==> src/rtl/multicycle_ctrl.sv <==
// ---------------------------------------------------------------------------
// multicycle_ctrl
//   Control FSM for a multicycle MIPS datapath. Each instruction is sequenced
//   through FETCH / DECODE / EXECUTE / MEM / WB phases, and the single shared
//   ALU is reused for PC+4, the branch target, the load/store address and the
//   result. Memory phases stall until MemReady is high.
//
//   Ports
//     clk, rst_n   rising-edge clock, asynchronous active-low reset
//     Op, Funct    IR[31:26] and IR[5:0]; Op must be valid from DECODE onward
//     Zero         ALU branch condition (already inverted by the ALU for BNE)
//     MemReady     the current memory access completes this cycle
//     AluCtrl      ALU operation code (ALUOp_* encoding, see localparams)
//     ALUSrcA      00 PC, 01 reg A, 10 shamt
//     ALUSrcB      00 reg B, 01 const 4, 10 ext imm, 11 ext imm<<2
//     ExtOp        1 sign-extend, 0 zero-extend the immediate
//     IorD         memory address select: 0 PC, 1 ALUOut
//     MemRead, MemWrite, IRWrite, PCWr, RegWrite   enables
//     PCSource     00 ALU result, 01 ALUOut, 10 jump target
//     RegDst       1 rd, 0 rt
//     MemtoReg     1 MDR, 0 ALUOut
//     IllegalOp    one-cycle pulse on an unsupported opcode/funct
//     State        current FSM state (debug)
//
//   Handshake: a memory request (MemRead or MemWrite) is held steady while
//   MemReady is low; the cycle in which MemReady is high is the completing
//   cycle and the FSM leaves the memory state on that clock edge.
// ---------------------------------------------------------------------------
module multicycle_ctrl #(
  parameter int OP_W    = 6,
  parameter int ALUOP_W = 5
) (
  input  logic               clk,
  input  logic               rst_n,
  input  logic [OP_W-1:0]    Op,
  input  logic [OP_W-1:0]    Funct,
  input  logic               Zero,
  input  logic               MemReady,
  output logic [ALUOP_W-1:0] AluCtrl,
  output logic [1:0]         ALUSrcA,
  output logic [1:0]         ALUSrcB,
  output logic               ExtOp,
  output logic               IorD,
  output logic               MemRead,
  output logic               MemWrite,
  output logic               IRWrite,
  output logic               PCWr,
  output logic [1:0]         PCSource,
  output logic               RegWrite,
  output logic               RegDst,
  output logic               MemtoReg,
  output logic               IllegalOp,
  output logic [3:0]         State
);

  // ALUOp_* encodings shared with the ALU.
  localparam logic [ALUOP_W-1:0] ALU_NOP  = ALUOP_W'(0);
  localparam logic [ALUOP_W-1:0] ALU_ADDU = ALUOP_W'(1);
  localparam logic [ALUOP_W-1:0] ALU_ADD  = ALUOP_W'(2);
  localparam logic [ALUOP_W-1:0] ALU_SUBU = ALUOP_W'(3);
  localparam logic [ALUOP_W-1:0] ALU_SUB  = ALUOP_W'(4);
  localparam logic [ALUOP_W-1:0] ALU_AND  = ALUOP_W'(5);
  localparam logic [ALUOP_W-1:0] ALU_OR   = ALUOP_W'(6);
  localparam logic [ALUOP_W-1:0] ALU_NOR  = ALUOP_W'(7);
  localparam logic [ALUOP_W-1:0] ALU_XOR  = ALUOP_W'(8);
  localparam logic [ALUOP_W-1:0] ALU_SLT  = ALUOP_W'(9);
  localparam logic [ALUOP_W-1:0] ALU_SLTU = ALUOP_W'(10);
  localparam logic [ALUOP_W-1:0] ALU_BNE  = ALUOP_W'(12);
  localparam logic [ALUOP_W-1:0] ALU_SLL  = ALUOP_W'(17);
  localparam logic [ALUOP_W-1:0] ALU_SRL  = ALUOP_W'(18);
  localparam logic [ALUOP_W-1:0] ALU_LUI  = ALUOP_W'(20);

  localparam logic [OP_W-1:0] OP_RTYPE = OP_W'(6'b000000);
  localparam logic [OP_W-1:0] OP_J     = OP_W'(6'b000010);
  localparam logic [OP_W-1:0] OP_BEQ   = OP_W'(6'b000100);
  localparam logic [OP_W-1:0] OP_BNE   = OP_W'(6'b000101);
  localparam logic [OP_W-1:0] OP_ADDI  = OP_W'(6'b001000);
  localparam logic [OP_W-1:0] OP_ADDIU = OP_W'(6'b001001);
  localparam logic [OP_W-1:0] OP_SLTI  = OP_W'(6'b001010);
  localparam logic [OP_W-1:0] OP_SLTIU = OP_W'(6'b001011);
  localparam logic [OP_W-1:0] OP_ANDI  = OP_W'(6'b001100);
  localparam logic [OP_W-1:0] OP_ORI   = OP_W'(6'b001101);
  localparam logic [OP_W-1:0] OP_XORI  = OP_W'(6'b001110);
  localparam logic [OP_W-1:0] OP_LUI   = OP_W'(6'b001111);
  localparam logic [OP_W-1:0] OP_LW    = OP_W'(6'b100011);
  localparam logic [OP_W-1:0] OP_SW    = OP_W'(6'b101011);

  localparam logic [OP_W-1:0] FN_SLL   = OP_W'(6'b000000);
  localparam logic [OP_W-1:0] FN_SRL   = OP_W'(6'b000010);

  typedef enum logic [3:0] {
    IDLE0    = 4'd0,  FETCH1  = 4'd1,  DECODE2 = 4'd2,  MEMADR3 = 4'd3,
    MEMRD4   = 4'd4,  MEMWB5  = 4'd5,  MEMWR6  = 4'd6,  REXEC7  = 4'd7,
    RWB8     = 4'd8,  BRANCH9 = 4'd9,  JUMP10  = 4'd10, IEXEC11 = 4'd11,
    IWB12    = 4'd12, ILLEGAL13 = 4'd13
  } state_t;

  state_t             state_q, state_d;
  logic [OP_W-1:0]    op_q, funct_q;
  logic [ALUOP_W-1:0] r_alu;
  logic               r_ok;

  // R-type funct decode; r_ok=0 marks an unsupported funct. Used on the raw
  // Funct in DECODE (dispatch) and on the latched funct in REXEC.
  function automatic logic [ALUOP_W:0] rdec(input logic [OP_W-1:0] f);
    case (f)
      OP_W'(6'b100000): rdec = {1'b1, ALU_ADD};
      OP_W'(6'b100001): rdec = {1'b1, ALU_ADDU};
      OP_W'(6'b100010): rdec = {1'b1, ALU_SUB};
      OP_W'(6'b100011): rdec = {1'b1, ALU_SUBU};
      OP_W'(6'b100100): rdec = {1'b1, ALU_AND};
      OP_W'(6'b100101): rdec = {1'b1, ALU_OR};
      OP_W'(6'b100110): rdec = {1'b1, ALU_XOR};
      OP_W'(6'b100111): rdec = {1'b1, ALU_NOR};
      OP_W'(6'b101010): rdec = {1'b1, ALU_SLT};
      OP_W'(6'b101011): rdec = {1'b1, ALU_SLTU};
      FN_SLL:           rdec = {1'b1, ALU_SLL};
      FN_SRL:           rdec = {1'b1, ALU_SRL};
      default:          rdec = {1'b0, ALU_NOP};
    endcase
  endfunction

  always_ff @(posedge clk or negedge rst_n) begin
    if (!rst_n) begin
      state_q <= IDLE0;
      op_q    <= '0;
      funct_q <= '0;
    end else begin
      state_q <= state_d;
      if (state_q == DECODE2) begin
        op_q    <= Op;
        funct_q <= Funct;
      end
    end
  end

  always_comb begin
    state_d   = IDLE0;
    AluCtrl   = ALU_NOP;
    ALUSrcA   = 2'b00;
    ALUSrcB   = 2'b00;
    ExtOp     = 1'b0;
    IorD      = 1'b0;
    MemRead   = 1'b0;
    MemWrite  = 1'b0;
    IRWrite   = 1'b0;
    PCWr      = 1'b0;
    PCSource  = 2'b00;
    RegWrite  = 1'b0;
    RegDst    = 1'b0;
    MemtoReg  = 1'b0;
    IllegalOp = 1'b0;
    r_ok      = 1'b0;
    r_alu     = ALU_NOP;

    case (state_q)
      IDLE0: state_d = FETCH1;

      FETCH1: begin
        MemRead = 1'b1;
        ALUSrcB = 2'b01;
        AluCtrl = ALU_ADDU;
        IRWrite = MemReady;
        PCWr    = MemReady;
        state_d = MemReady ? DECODE2 : FETCH1;
      end

      DECODE2: begin
        // Branch target PC+4+(imm<<2) is computed speculatively into ALUOut.
        ALUSrcB = 2'b11;
        ExtOp   = 1'b1;
        AluCtrl = ALU_ADDU;
        {r_ok, r_alu} = rdec(Funct);
        case (Op)
          OP_RTYPE:                  state_d = r_ok ? REXEC7 : ILLEGAL13;
          OP_LW, OP_SW:              state_d = MEMADR3;
          OP_BEQ, OP_BNE:            state_d = BRANCH9;
          OP_J:                      state_d = JUMP10;
          OP_ADDI, OP_ADDIU, OP_SLTI, OP_SLTIU,
          OP_ANDI, OP_ORI, OP_XORI, OP_LUI:
                                     state_d = IEXEC11;
          default:                   state_d = ILLEGAL13;
        endcase
      end

      MEMADR3: begin
        ALUSrcA = 2'b01;
        ALUSrcB = 2'b10;
        ExtOp   = 1'b1;
        AluCtrl = ALU_ADDU;
        state_d = (op_q == OP_LW) ? MEMRD4 : MEMWR6;
      end

      MEMRD4: begin
        MemRead = 1'b1;
        IorD    = 1'b1;
        state_d = MemReady ? MEMWB5 : MEMRD4;
      end

      MEMWB5: begin
        RegWrite = 1'b1;
        MemtoReg = 1'b1;
        state_d  = FETCH1;
      end

      MEMWR6: begin
        MemWrite = 1'b1;
        IorD     = 1'b1;
        state_d  = MemReady ? FETCH1 : MEMWR6;
      end

      REXEC7: begin
        {r_ok, r_alu} = rdec(funct_q);
        AluCtrl = r_alu;
        ALUSrcA = (funct_q == FN_SLL || funct_q == FN_SRL) ? 2'b10 : 2'b01;
        state_d = r_ok ? RWB8 : ILLEGAL13;
      end

      RWB8: begin
        RegWrite = 1'b1;
        RegDst   = 1'b1;
        state_d  = FETCH1;
      end

      BRANCH9: begin
        ALUSrcA  = 2'b01;
        PCSource = 2'b01;
        AluCtrl  = (op_q == OP_BNE) ? ALU_BNE : ALU_SUBU;
        PCWr     = Zero;
        state_d  = FETCH1;
      end

      JUMP10: begin
        PCWr     = 1'b1;
        PCSource = 2'b10;
        state_d  = FETCH1;
      end

      IEXEC11: begin
        ALUSrcA = 2'b01;
        ALUSrcB = 2'b10;
        case (op_q)
          OP_ADDI:  begin AluCtrl = ALU_ADD;  ExtOp = 1'b1; end
          OP_ADDIU: begin AluCtrl = ALU_ADDU; ExtOp = 1'b1; end
          OP_SLTI:  begin AluCtrl = ALU_SLT;  ExtOp = 1'b1; end
          OP_SLTIU: begin AluCtrl = ALU_SLTU; ExtOp = 1'b1; end
          OP_ANDI:  AluCtrl = ALU_AND;
          OP_ORI:   AluCtrl = ALU_OR;
          OP_XORI:  AluCtrl = ALU_XOR;
          OP_LUI:   AluCtrl = ALU_LUI;
          default:  AluCtrl = ALU_NOP;
        endcase
        state_d = IWB12;
      end

      IWB12: begin
        RegWrite = 1'b1;
        state_d  = FETCH1;
      end

      ILLEGAL13: begin
        // PC already advanced in FETCH, so simply resume with the next word.
        IllegalOp = 1'b1;
        state_d   = FETCH1;
      end

      default: state_d = IDLE0;
    endcase
  end

  assign State = state_q;

endmodule

==> config.mk <==
export PLATFORM = sky130hd
export DESIGN_NAME = multicycle_ctrl
export DESIGN_NICKNAME = d
export VERILOG_FILES = /design/src/rtl/multicycle_ctrl.sv
export SDC_FILE = /design/constraint.sdc
export NUM_CORES = 1
export LEC_CHECK = 0
export ABC_AREA = 0
export BUFFER_PORTS_ARGS = -buffer_cell sky130_fd_sc_hd__buf_2
export CAP_MARGIN = 40
export CELL_PAD_IN_SITES_DETAIL_PLACEMENT = 1
export CELL_PAD_IN_SITES_GLOBAL_PLACEMENT = 2
export CORE_MARGIN = 3
export CORE_UTILIZATION = 32
export DETAILED_ROUTE_END_ITERATION = 8
export GPL_ROUTABILITY_DRIVEN = 0
export PLACE_DENSITY_LB_ADDON = 0.1
export SETUP_SLACK_MARGIN = 0.5
export SYNTH_ARGS = -nofsm -noshare
export SYNTH_HDL_FRONTEND = slang
export SYNTH_SLANG_ARGS = --single-unit
==> constraint.sdc <==
create_clock -name clk -period 2.5 [get_ports clk]
set_input_delay 0 -clock clk [delete_from_list [all_inputs] [get_ports clk]]
set_output_delay 0 -clock clk [all_outputs]
set_load 0.05 [all_outputs]
==> run_results.csv <==
group,metric,value,unit
hold_path,hold_class,"primary input to flip-flop",
pwr,power,2.58,mW
finish,postLayoutCellArea,0.00180,mm2
worst_setup_path,cp_cell_sequence,"nand2_2 > or3_4 > nand2b_4 > o221ai_1 > buf_2",
clocking,tritoncts,"yes",
drt,vias,1377,
finish,fillers,508,
floorplanning,die_area,0.00515,mm2
drt,drc_errors,0,
pwr,ir_worst_vdd,0.507,mV
drt,routed_wl,4040,um
finish,seqCellArea,405,um2
timing,slew_headroom,0.766,
clocking,numCtsBuffers,3,
yosys,syn-cell-area,0.00138,mm2
yosys,synthArstFlopShare,1.00,
timing,finalCriticalPeriod,1890,ps
timing,tns,0,ps
global_route,grt_usage,0.164,
place,placedCellCount,246,
yosys,syn_inst,164,
pwr,p_leak,0.795,nW
global_route,antenna_found_initial,0,
yosys,yosys_warnings,0,
clocking,clkTransAtPathRegs,60,ps
drt,viasPerCell,5.32,
timing,fin_crit_sh,0.756,
clocking,cts_buffer_depth,2,
worst_setup_path,reg2reg_slack,790,ps
finish,nets,226,
finish,area_growth,29.9,%
global_route,grt_pass1_wl,6820,um
place,dp_slack,625,ps
yosys,synth_seq_cells,16,
worst_setup_path,cpMaxStageDelayCell,"dfrtp_2",
floorplanning,die_w,71.7,um
worst_setup_path,critPathArrivalTime,1890,ps
yosys,synth-edff-count,0,
finish,final_util,0.439,
place,placement.io_buffers,40,
clocking,clock-sinks,16,
yosys,synth_largest_area_cell,"dfrtp_1",
clocking,clk_latency,250,ps
yosys,synthTopCellsByCount,"nor2_1 (21), dfrtp_1 (16), nand2_1 (11)",
worst_setup_path,required,2500,ps
global_route,grt_pass1_vias,1356,
yosys,yosysSeqAreaShare,0.290,
status,status,"finished clean",
place,dpl_cell_area,0.00164,mm2
yosys,synth.avg_cell_area,8.43,um2
timing,finalHoldViolations,0,
clocking,root_buffer,"clkbuf_8",
timing,max_freq,529,MHz
floorplanning,num_rows,23,
flow_run,cap_viol_max_count,0,
floorplanning,initial_utilization,0.338,
hold_path,min_delay_path_depth,2,
timing,finalMaxSlewViolations,0,
finish,multi_input_area,948,um2
drt,drtPass1Iterations,4,
global_route,grt_max_degree,17,
yosys,synth_cell_type_count,55,
worst_setup_path,end_kind,"output pin",
finish,instances_no_fill,259,
timing,setup_ws,611,ps
worst_setup_path,cpPeakStageDelay,520,ps
drt,drtIter0Drc,95,
timing,setup_viol,0,
worst_setup_path,start_kind,"flip-flop",
timing,finClkSkew,3.37,ps
global_route,grt-ovfl-total,0,
finish,drive_above_1_share,0.407,
drt,routedWlPerCell,15.6,um
timing,worstMarginPinSlew,348,ps
worst_setup_path,worst-setup-path-type,"flip-flop to output pin",
yosys,synth_top_area_share,0.290,
floorplanning,core,0.00409,mm2
finish,diodes,0,
worst_setup_path,r2r_cells,6,
drt,antenna_left,0,
pwr,powerDensity,1440,mW/mm2
timing,whs,4.46,ps
yosys,synth_ff_type,"dfrtp_1",
yosys,synth_most_common_cell,"nor2_1",
clocking,cts_max_level,1,
worst_setup_path,crit_fanout,15,
place,dp_hpwl,3250,um
floorplanning,ios,41,
yosys,ys_top_cells_by_area,"dfrtp_1 (29%), mux2_1 (6.5%), nor2_1 (5.7%)",
yosys,syn_nets,180,
floorplanning,die_h,71.7,um
timing,rsz0062_at_grt,"false",
## cell usage in the layout, fill, tap and decap left out, types with 2 or more instances in the layout
master	n
mux2_1	8
nand2_2	2
clkbuf_8	4
nor3_2	2
mux2_2	4
nor2b_1	4
o31ai_2	2
nor2_1	18
nor3b_2	2
a32oi_1	2
nand2b_1	6
dfrtp_1	12
inv_1	3
a31oi_1	3
nand2_1	11
o22ai_1	2
o21ai_0	7
nor2_2	3
a31o_2	2
nor3b_1	2
o21bai_1	3
mux2i_1	2
dlygate4sd3_1	4
nor3_1	4
o221ai_1	2
a21oi_1	10
nand2b_4	2
buf_2	38
dfrtp_2	4
buf_4	10
inv_2	2
nand3_1	3
## critical path, delay by kind of cell, from the launching register on
kind	cells	cell delay, ps
buf+inv	1	290
compound gates	1	140
simple gates	3	680
flops	1	520
## logic make-up after synthesis
group,count (synthesis),synth area share
compound gates,44,0.215
xor+xnor,2,0.0127
buf+inv,16,0.0570
flops,16,0.290
mux,14,0.112
simple gates,72,0.313
## state kept, by name, indices dropped and copies added, names as in the netlist
signal   flops
funct_q      6
op_q         6
State        4
## worst paths after layout
kind,to,start
max in group asynchronous,State[1]$_DFF_PN0_,rst_n
min,funct_q[5]$_DFFE_PN0P_,Funct[5]
max,AluCtrl[1],State[0]$_DFF_PN0_
max reg2reg,State[2]$_DFF_PN0_,State[0]$_DFF_PN0_
min reg2reg,op_q[3]$_DFFE_PN0P_,op_q[3]$_DFFE_PN0P_
min in group asynchronous,funct_q[2]$_DFFE_PN0P_,rst_n
## what timing repair did
action,in CTS,in global routing
endpoints found under the setup margin,4,4
endpoints found under the hold margin,19,0
resized for setup,4,3
setup buffers,0,5
hold buffers,4,0
## cell type report
class	instances	area share
Clock buffer	4	0.0307
Tap cell	50	0.0348
Timing Repair Buffer	52	0.170
Multi-Input combinational cell	132	0.528
Sequential cell	16	0.226
Inverter	5	0.0105
## layer usage
| metal | vias up | global-route usage | part of all wire |
|---|---|---|---|
| met1 | 653 | 0.232 | 0.49 |
| met2 | 32 | 0.258 | 0.45 |
| met3 | 5 | 0.0210 | 0.044 |
| met5 | - | 0 | 0 |
| li1 | 687 | - | - |
| met4 | 0 | 0.0501 | 0.012 |
## power breakdown
group | leakage [nW] | total (mW) | internal, mW | switching [mW]
sequential | 0.189 | 0.703 | 0.393 | 0.310
clock | 0.0288 | 0.228 | 0.140 | 0.0879
combinational | 0.577 | 1.65 | 0.583 | 1.07
Note: power is estimated with default switching activity, not from simulation.
